[src/rtl/select_reg_scan.sv]
// Select register with prioritised multi-source load, step, history restore
// and an automatic scan engine with masked compare and a sticky match flag.
module select_reg_scan #(
  parameter int ADDR_W     = 12,
  parameter int NSRC       = 4,
  parameter int HIST_DEPTH = 4,
  parameter int STEP       = 1
) (
  input  logic                             clk,
  input  logic                             resetn,
  input  logic [NSRC-1:0]                  load_req,
  input  logic [NSRC*ADDR_W-1:0]           load_data,
  input  logic                             step_req,
  input  logic                             restore_req,
  input  logic                             scan_start,
  input  logic [ADDR_W-1:0]                scan_end,
  input  logic                             stop_on_match,
  input  logic [ADDR_W-1:0]                cmp_value,
  input  logic [ADDR_W-1:0]                cmp_mask,
  input  logic                             match_clr,
  output logic [ADDR_W-1:0]                sel_value,
  output logic                             cmp_match,
  output logic                             match_sticky,
  output logic                             scan_busy,
  output logic                             scan_done,
  output logic [$clog2(HIST_DEPTH+1)-1:0]  hist_count
);

  localparam int HCW = $clog2(HIST_DEPTH+1);
  localparam logic [ADDR_W-1:0] STEP_V = ADDR_W'(STEP);
  localparam logic [HCW-1:0] HIST_FULL = HCW'(HIST_DEPTH);

  typedef enum logic {IDLE, SCAN} state_t;

  state_t            state, state_nxt;
  logic [ADDR_W-1:0] sel_nxt;
  logic [ADDR_W-1:0] load_val;
  logic              load_any;
  logic              push, pop, done_nxt;
  logic [ADDR_W-1:0] hist [HIST_DEPTH];

  assign cmp_match = ((sel_value ^ cmp_value) & cmp_mask) == '0;
  assign scan_busy = (state == SCAN);
  assign load_any  = |load_req;

  // Scanning from the top index down lets the lowest asserted source win.
  always_comb begin
    load_val = '0;
    for (int i = NSRC-1; i >= 0; i--) begin
      if (load_req[i]) load_val = load_data[i*ADDR_W +: ADDR_W];
    end
  end

  always_comb begin
    state_nxt = state;
    sel_nxt   = sel_value;
    push      = 1'b0;
    pop       = 1'b0;
    done_nxt  = 1'b0;
    case (state)
      IDLE: begin
        if (load_any) begin
          sel_nxt = load_val;
          push    = 1'b1;
        end else if (restore_req) begin
          if (hist_count != '0) begin
            sel_nxt = hist[0];
            pop     = 1'b1;
          end
        end else if (scan_start) begin
          push      = 1'b1;
          state_nxt = SCAN;
        end else if (step_req) begin
          sel_nxt = sel_value + STEP_V;
          push    = 1'b1;
        end
      end
      SCAN: begin
        // A load aborts the scan silently; no done pulse follows.
        if (load_any) begin
          sel_nxt   = load_val;
          push      = 1'b1;
          state_nxt = IDLE;
        end else if ((sel_value == scan_end) || (stop_on_match && cmp_match)) begin
          state_nxt = IDLE;
          done_nxt  = 1'b1;
        end else begin
          sel_nxt = sel_value + STEP_V;
        end
      end
      default: state_nxt = IDLE;
    endcase
  end

  always_ff @(posedge clk) begin
    if (!resetn) begin
      state        <= IDLE;
      sel_value    <= '0;
      hist_count   <= '0;
      match_sticky <= 1'b0;
      scan_done    <= 1'b0;
    end else begin
      state        <= state_nxt;
      sel_value    <= sel_nxt;
      scan_done    <= done_nxt;
      match_sticky <= (match_sticky & ~match_clr) | cmp_match;
      if (push && (hist_count != HIST_FULL)) hist_count <= hist_count + 1'b1;
      else if (pop) hist_count <= hist_count - 1'b1;
    end
  end

  // Entry 0 is the top of the LIFO; pushing when full drops the last entry.
  always_ff @(posedge clk) begin
    if (resetn && push) begin
      for (int i = HIST_DEPTH-1; i > 0; i--) hist[i] <= hist[i-1];
      hist[0] <= sel_value;
    end else if (resetn && pop) begin
      for (int i = 0; i < HIST_DEPTH-1; i++) hist[i] <= hist[i+1];
    end
  end

endmodule
[config.mk]
export PLATFORM = sky130hd
export DESIGN_NAME = select_reg_scan
export DESIGN_NICKNAME = d
export VERILOG_FILES = /design/src/rtl/select_reg_scan.sv
export SDC_FILE = /design/constraint.sdc
export NUM_CORES = 1
export LEC_CHECK = 0
export BUFFER_PORTS_ARGS = -buffer_cell sky130_fd_sc_hd__buf_2
export CORE_ASPECT_RATIO = 1.25
export CORE_MARGIN = 4
export CORE_UTILIZATION = 52
export CTS_CLUSTER_DIAMETER = 150
export DETAILED_ROUTE_END_ITERATION = 12
export PLACE_DENSITY = 0.88
export RECOVER_POWER = 50
export SYNTH_ARGS = -nofsm -noshare
export SYNTH_HDL_FRONTEND = slang
export SYNTH_SLANG_ARGS = --single-unit
[constraint.sdc]
create_clock -name clk -period 3.25 [get_ports clk]
set_clock_uncertainty 0.2 [all_clocks]
set_input_delay 0.4875 -clock clk [delete_from_list [all_inputs] [get_ports clk]]
set_output_delay 0.4875 -clock clk [all_outputs]
set_load 0.02 [all_outputs]
Yosys cells after proc, flatten, opt, wreduce, memory -nomap -nowiden. Memories as Yosys holds them, arrays and structs flattened. Index checks and enable logic that the tools add are counted.

Memories: 1. Bits in latches: 0. Word-level logic and storage cells: 75. ROM bits: 0. RAM bits: 48. Bits in registers: 18. Output and inout bits: 19. Input bits: 95.

Div/mod/pow operators: 0. Equal/unequal tests: 6. $add $sub $neg: 3. Muxes and demuxes: 39. Order comparisons: 0. Bitwise logic cells: 10. Reductions and logical operators: 11. $mul: 0. Shift operators: 0.

Memories: hist (depth 4, width 12, rd ports 4, clocked after Yosys merged registers in 0, write ports 4, RTL line 40) `logic [ADDR_W-1:0] hist [HIST_DEPTH];`.

Operator list (number): 12-bit two-way mux (14); 12-bit one-hot mux with 2 select lines (1); 1-bit two-way mux (20); 12-bit by 1-bit adder with 12-bit output, second input constant (1); 12-bit AND (1); 12-bit == test (1); 12-bit zero test (1); 4-bit inequality test, second input constant (3); 12-bit bitwise XOR (1); 3-bit two-way mux (2); 3-bit inequality test, second input constant (2); 6-bit OR reduction (1); 1-bit logical AND (4); 1-bit OR (4); 1-bit one-hot mux with 2 select lines (2); 4-bit AND reduction (1); 4-bit OR reduction (1); 3-bit by 1-bit adder with 3-bit output, second input constant (1); 1-bit inverter (3); 3-bit nonzero test (1); 3-bit by 1-bit subtractor with 3-bit output, second input constant (1); 2-bit nonzero test (1); 1-bit AND (1); 1-bit logical OR (1).

Depth between registers and ports, before layout.
Depth in word-level cells: 10. Mapped depth: 9. Mapped depth without buffers: 7.

Least setup slack after synthesis. No wires, ideal clock.

Kind: input -> register. From: input port load_req[1]. To: memory hist[0][0], enable pin. Data required time: 2.673 ns. Slack: 0.521 ns. Buffers on the path: 3. Arrival: 2.152 ns. Setup time: 0.377 ns. Stages on the path: 7. Path through: buf_6 > nor4_4 > nand2_2 > nor2_1 > buf_4 > buf_6 > or2_2.

RTL lines: from (decl) (RTL line 11) `input logic [NSRC-1:0] load_req,`; to (decl) (RTL line 40).

Final worst setup path.
From: input port load_req[0]. To: register sel_value[11].

Longest elaborated chain between the ends: 3. Elaborated cells on any way between the ends: 10. Classes of those cells: eq/ne (4); mux (4); reduce/logical (2).

Ends and longest elaborated chain: 4-bit OR reduction / 12-bit two-way mux (equally long branches) (RTL line 44, 50); 4-bit inequality test (no line) (tied with other cells); 4-bit AND reduction (no line) / 12-bit one-hot mux with 2 select lines (equally long branches); to (signal assigned) (RTL line 104) `sel_value <= sel_nxt;`; to (decl) (RTL line 21) `output logic [ADDR_W-1:0] sel_value,`.

Parallel ways exist; a longest one is shown, timed or not. A chain may end at the register's enable or synchronous reset.

==> results.yml <==
worst_hold_path:
  hp-class: "primary input to flip-flop"
cts:
  postCtsHoldBufs: 0
  cts_root_buf: "clkbuf_8"
  h-tree-depth: 3
  numCtsBuffers: 9
  post_cts_resized: 0
  clk_pin_slew_ns: 0.07
  cts_tree: "built"
  insertion_delay_ns: 0.34
  post_cts_buffers: 0
  clock-sinks: 66
  clock_path_buffers: 2
floorplanning:
  dieHeight_um: 104
  ios: 114
  die_width_um: 84.9
  dieArea_um2: 8830
  rows: 34
  start_util_pct: 54.4
  core_area_um2: 7060
layout:
  syn_to_final_growth_pct: 18.3
  drive_gt1_share_pct: 29.3
  layout.nets: 559
  finalInstanceArea_um2: 4540
  antenna_cells: 0
  post-route-util_pct: 64.4
global_routing:
  groute.layer.met2.usage_pct: 39.0
  globalRouteTotalUtil_pct: 24.3
  grt.busiest_layer: "met2"
  met3_usage_pct: 6.97
  grt_pass1_vias: 3343
  gr-usage-met1_pct: 30.2
  grt_max_degree: 39
  antenna_found_initial: 0
  grt_first_pass_wirelength_um: 16800
  grt_overflow: 0
detailed_routing:
  routedWlPerCell_um: 19.5
  routed_wl_um: 10900
  drt-pass1-iter-count: 5
  drtAntennaViolNets: 0
  initialDrtViolationCount: 287
  num_vias: 3411
  vias_per_cell: 6.12
  drc: 0
job:
  maxCapViolCount: 0
place:
  place_area_um2: 4420
  routabilityCongestion: 0.905
  dpl.hpwl_um: 8150
  preCtsSetupSlack_ns: 0.615
  io_buffers: 113
logic_synthesis:
  synth_top_family_by_area: "compound AO/OA/AOI/OAI gates"
  synth_seq_cells: 66
  synthFlopType: "edfxtp_1"
  synth_cell_types: 54
  synth_top_area_share_pct: 37.5
  yosys.area_share.simple_pct: 14.0
  synthesis.area_um2: 3840
  synth_mux_area_share_pct: 10.3
  synth_compound_area_share_pct: 16.2
  synth.area.top_cells: "edfxtp_1 38%, dfxtp_1 9.4%, xor2_1 5.9%, mux2_2 5.3%, mux2_1 5.0%"
  synth_most_common_cell: "edfxtp_1"
  synth_top_cell_by_area: "edfxtp_1"
  synthCells: 358
  syn_nets: 455
  synthXorXnorAreaFrac_pct: 6.61
  async_flop_share_pct: 0
  netlist_top_cells_count: "48 x edfxtp_1, 26 x xor2_1, 23 x nand2_1"
  synth_area_per_cell_um2: 10.7
  ys.warnings.count: 0
  synthAdderAreaFrac_pct: 0.847
  synth-edff-count: 48
  ys_seq_area_share_pct: 46.9
timing:
  fmax_ghz: 0.343
  fin_ws_ns: 0.338
  setup_viol: 0
  rsz0062_at_grt: "false"
  tightest_slew_ns: 0.891
  tns_ns: 0
  drv_slew: 0
  period_minus_slack_ns: 2.91
  maxSlewHeadroom_pct: 40.6
  final_hold_viol_count: 0
  final.period_utilization_pct: 89.6
setup_path:
  cp.required_ns: 3.28
  reg2reg_slack_ns: 0.65
  r2r_cells: 6
  critical_path_class: "primary input to flip-flop"
  cp_slowest_cell: "clkbuf_1"
  crit_path_end: "sel_value[11]$_SDFFE_PN0P_"
  worstPathArrival_ns: 2.94
  critPathMaxStageDelay_ns: 0.62
  worstSetupStartpointType: "primary input"
  cp_cell_sequence: "buf_2, nor4_1, clkbuf_1, o21a_1, a21oi_1, a311o_1"
  worstSetupEndpointType: "flip-flop"
  rr_endpoint: "sel_value[1]$_SDFFE_PN0P_"
  reg2reg_from: "sel_value[3]$_SDFFE_PN0P_"
  path_max_fanout: 21
  cp-startpoint: "load_req[0]"
run_status:
  outcome: "finished clean"
power_and_ir_drop:
  p_leak_nw: 1.82
  ir_worst_vdd_uv: 239
  fin_total_pwr_mw: 2.14
  power.density_nw_per_um2: 471
==> cells in the final DEF (no fill, tap or decap), drive strengths merged, types with 5 or more instances in the layout <==
master	n
inv	7
nor3	18
a221o	6
xor2	26
nor2	22
a21oi	20
a31oi	5
dfxtp	18
nand2	24
buf	100
edfxtp	48
clkbuf	30
o21ai	18
nand3	9
mux2	35
a22oi	5
a221oi	10
nor4	6
==> critical path: cells and delay by family <==
family	cells	cell delay, ns
buffers and inverters	2	0.84
AND/OR/NAND/NOR	1	0.61
AO/OA/AOI/OAI	3	1.00
==> layout make-up <==
cell class	instances	area, um2
clock inverters	6	57.6
repair buffers	120	598
inverters	7	26.3
fillers	577	2520
multi-input cells	258	1820
well taps	90	113
clock buffers	10	128
flip-flops and latches	66	1800
==> state kept, by name, summed over array words and instances (netlist names) <==
signal and count:
sel_value 12, hist 48, scan_busy 1, scan_done 1, hist_count 3, match_sticky 1
==> metal layers <==
layer	wire length (um)	part of all wire, %	up-vias
met2	5100	47	218
met4	459	4.2	0
li1	-	-	1566
met1	4150	38	1585
met3	1170	11	42
met5	0	0	-
==> per-stage QoR <==
step           instances  hold WS, ns
2_1_floorplan        358        0.220
3_3_place_gp         541        0.225
3_5_place_dp         541        0.230
4_1_cts              557        0.211
5_1_grt              557        0.217
6_report             557        0.219
==> power by group <==
part / leakage (nW) / internal (mW) / switching (mW)
logic: 1.11 / 0.180 / 0.227
registers: 0.626 / 0.994 / 0.0897
clock network: 0.0874 / 0.347 / 0.301
==> worst min-delay path by stage <==
stage                               startpoint                         to  slack (ns)  depth (start not counted)
after detailed placement  hist[2][1]$_DFFE_PP_       hist[3][1]$_DFFE_PP_        0.23                          0
final                             load_data[0]  sel_value[0]$_SDFFE_PN0P_        0.22                          3
after floorplan           hist[2][0]$_DFFE_PP_       hist[3][0]$_DFFE_PP_        0.22                          0
after global placement    hist[2][5]$_DFFE_PP_       hist[3][5]$_DFFE_PP_        0.22                          0
after CTS                         load_data[0]  sel_value[0]$_SDFFE_PN0P_        0.21                          3
after global routing              load_data[0]  sel_value[0]$_SDFFE_PN0P_        0.22                          3
==> cells by family (layout without fill, tap and decap cells) <==
logic type                 count (synthesis)  in the layout
AOI/OAI and AO/OA                         87             87
xor gates and xnor gates                  29             29
adders and majority gates                  2              2
and+or+nand+nor                          105            105
muxes                                     35             35
DFF                                       66             66
buffers and inverters                     34            143
Power figures use the tool's default switching activity.
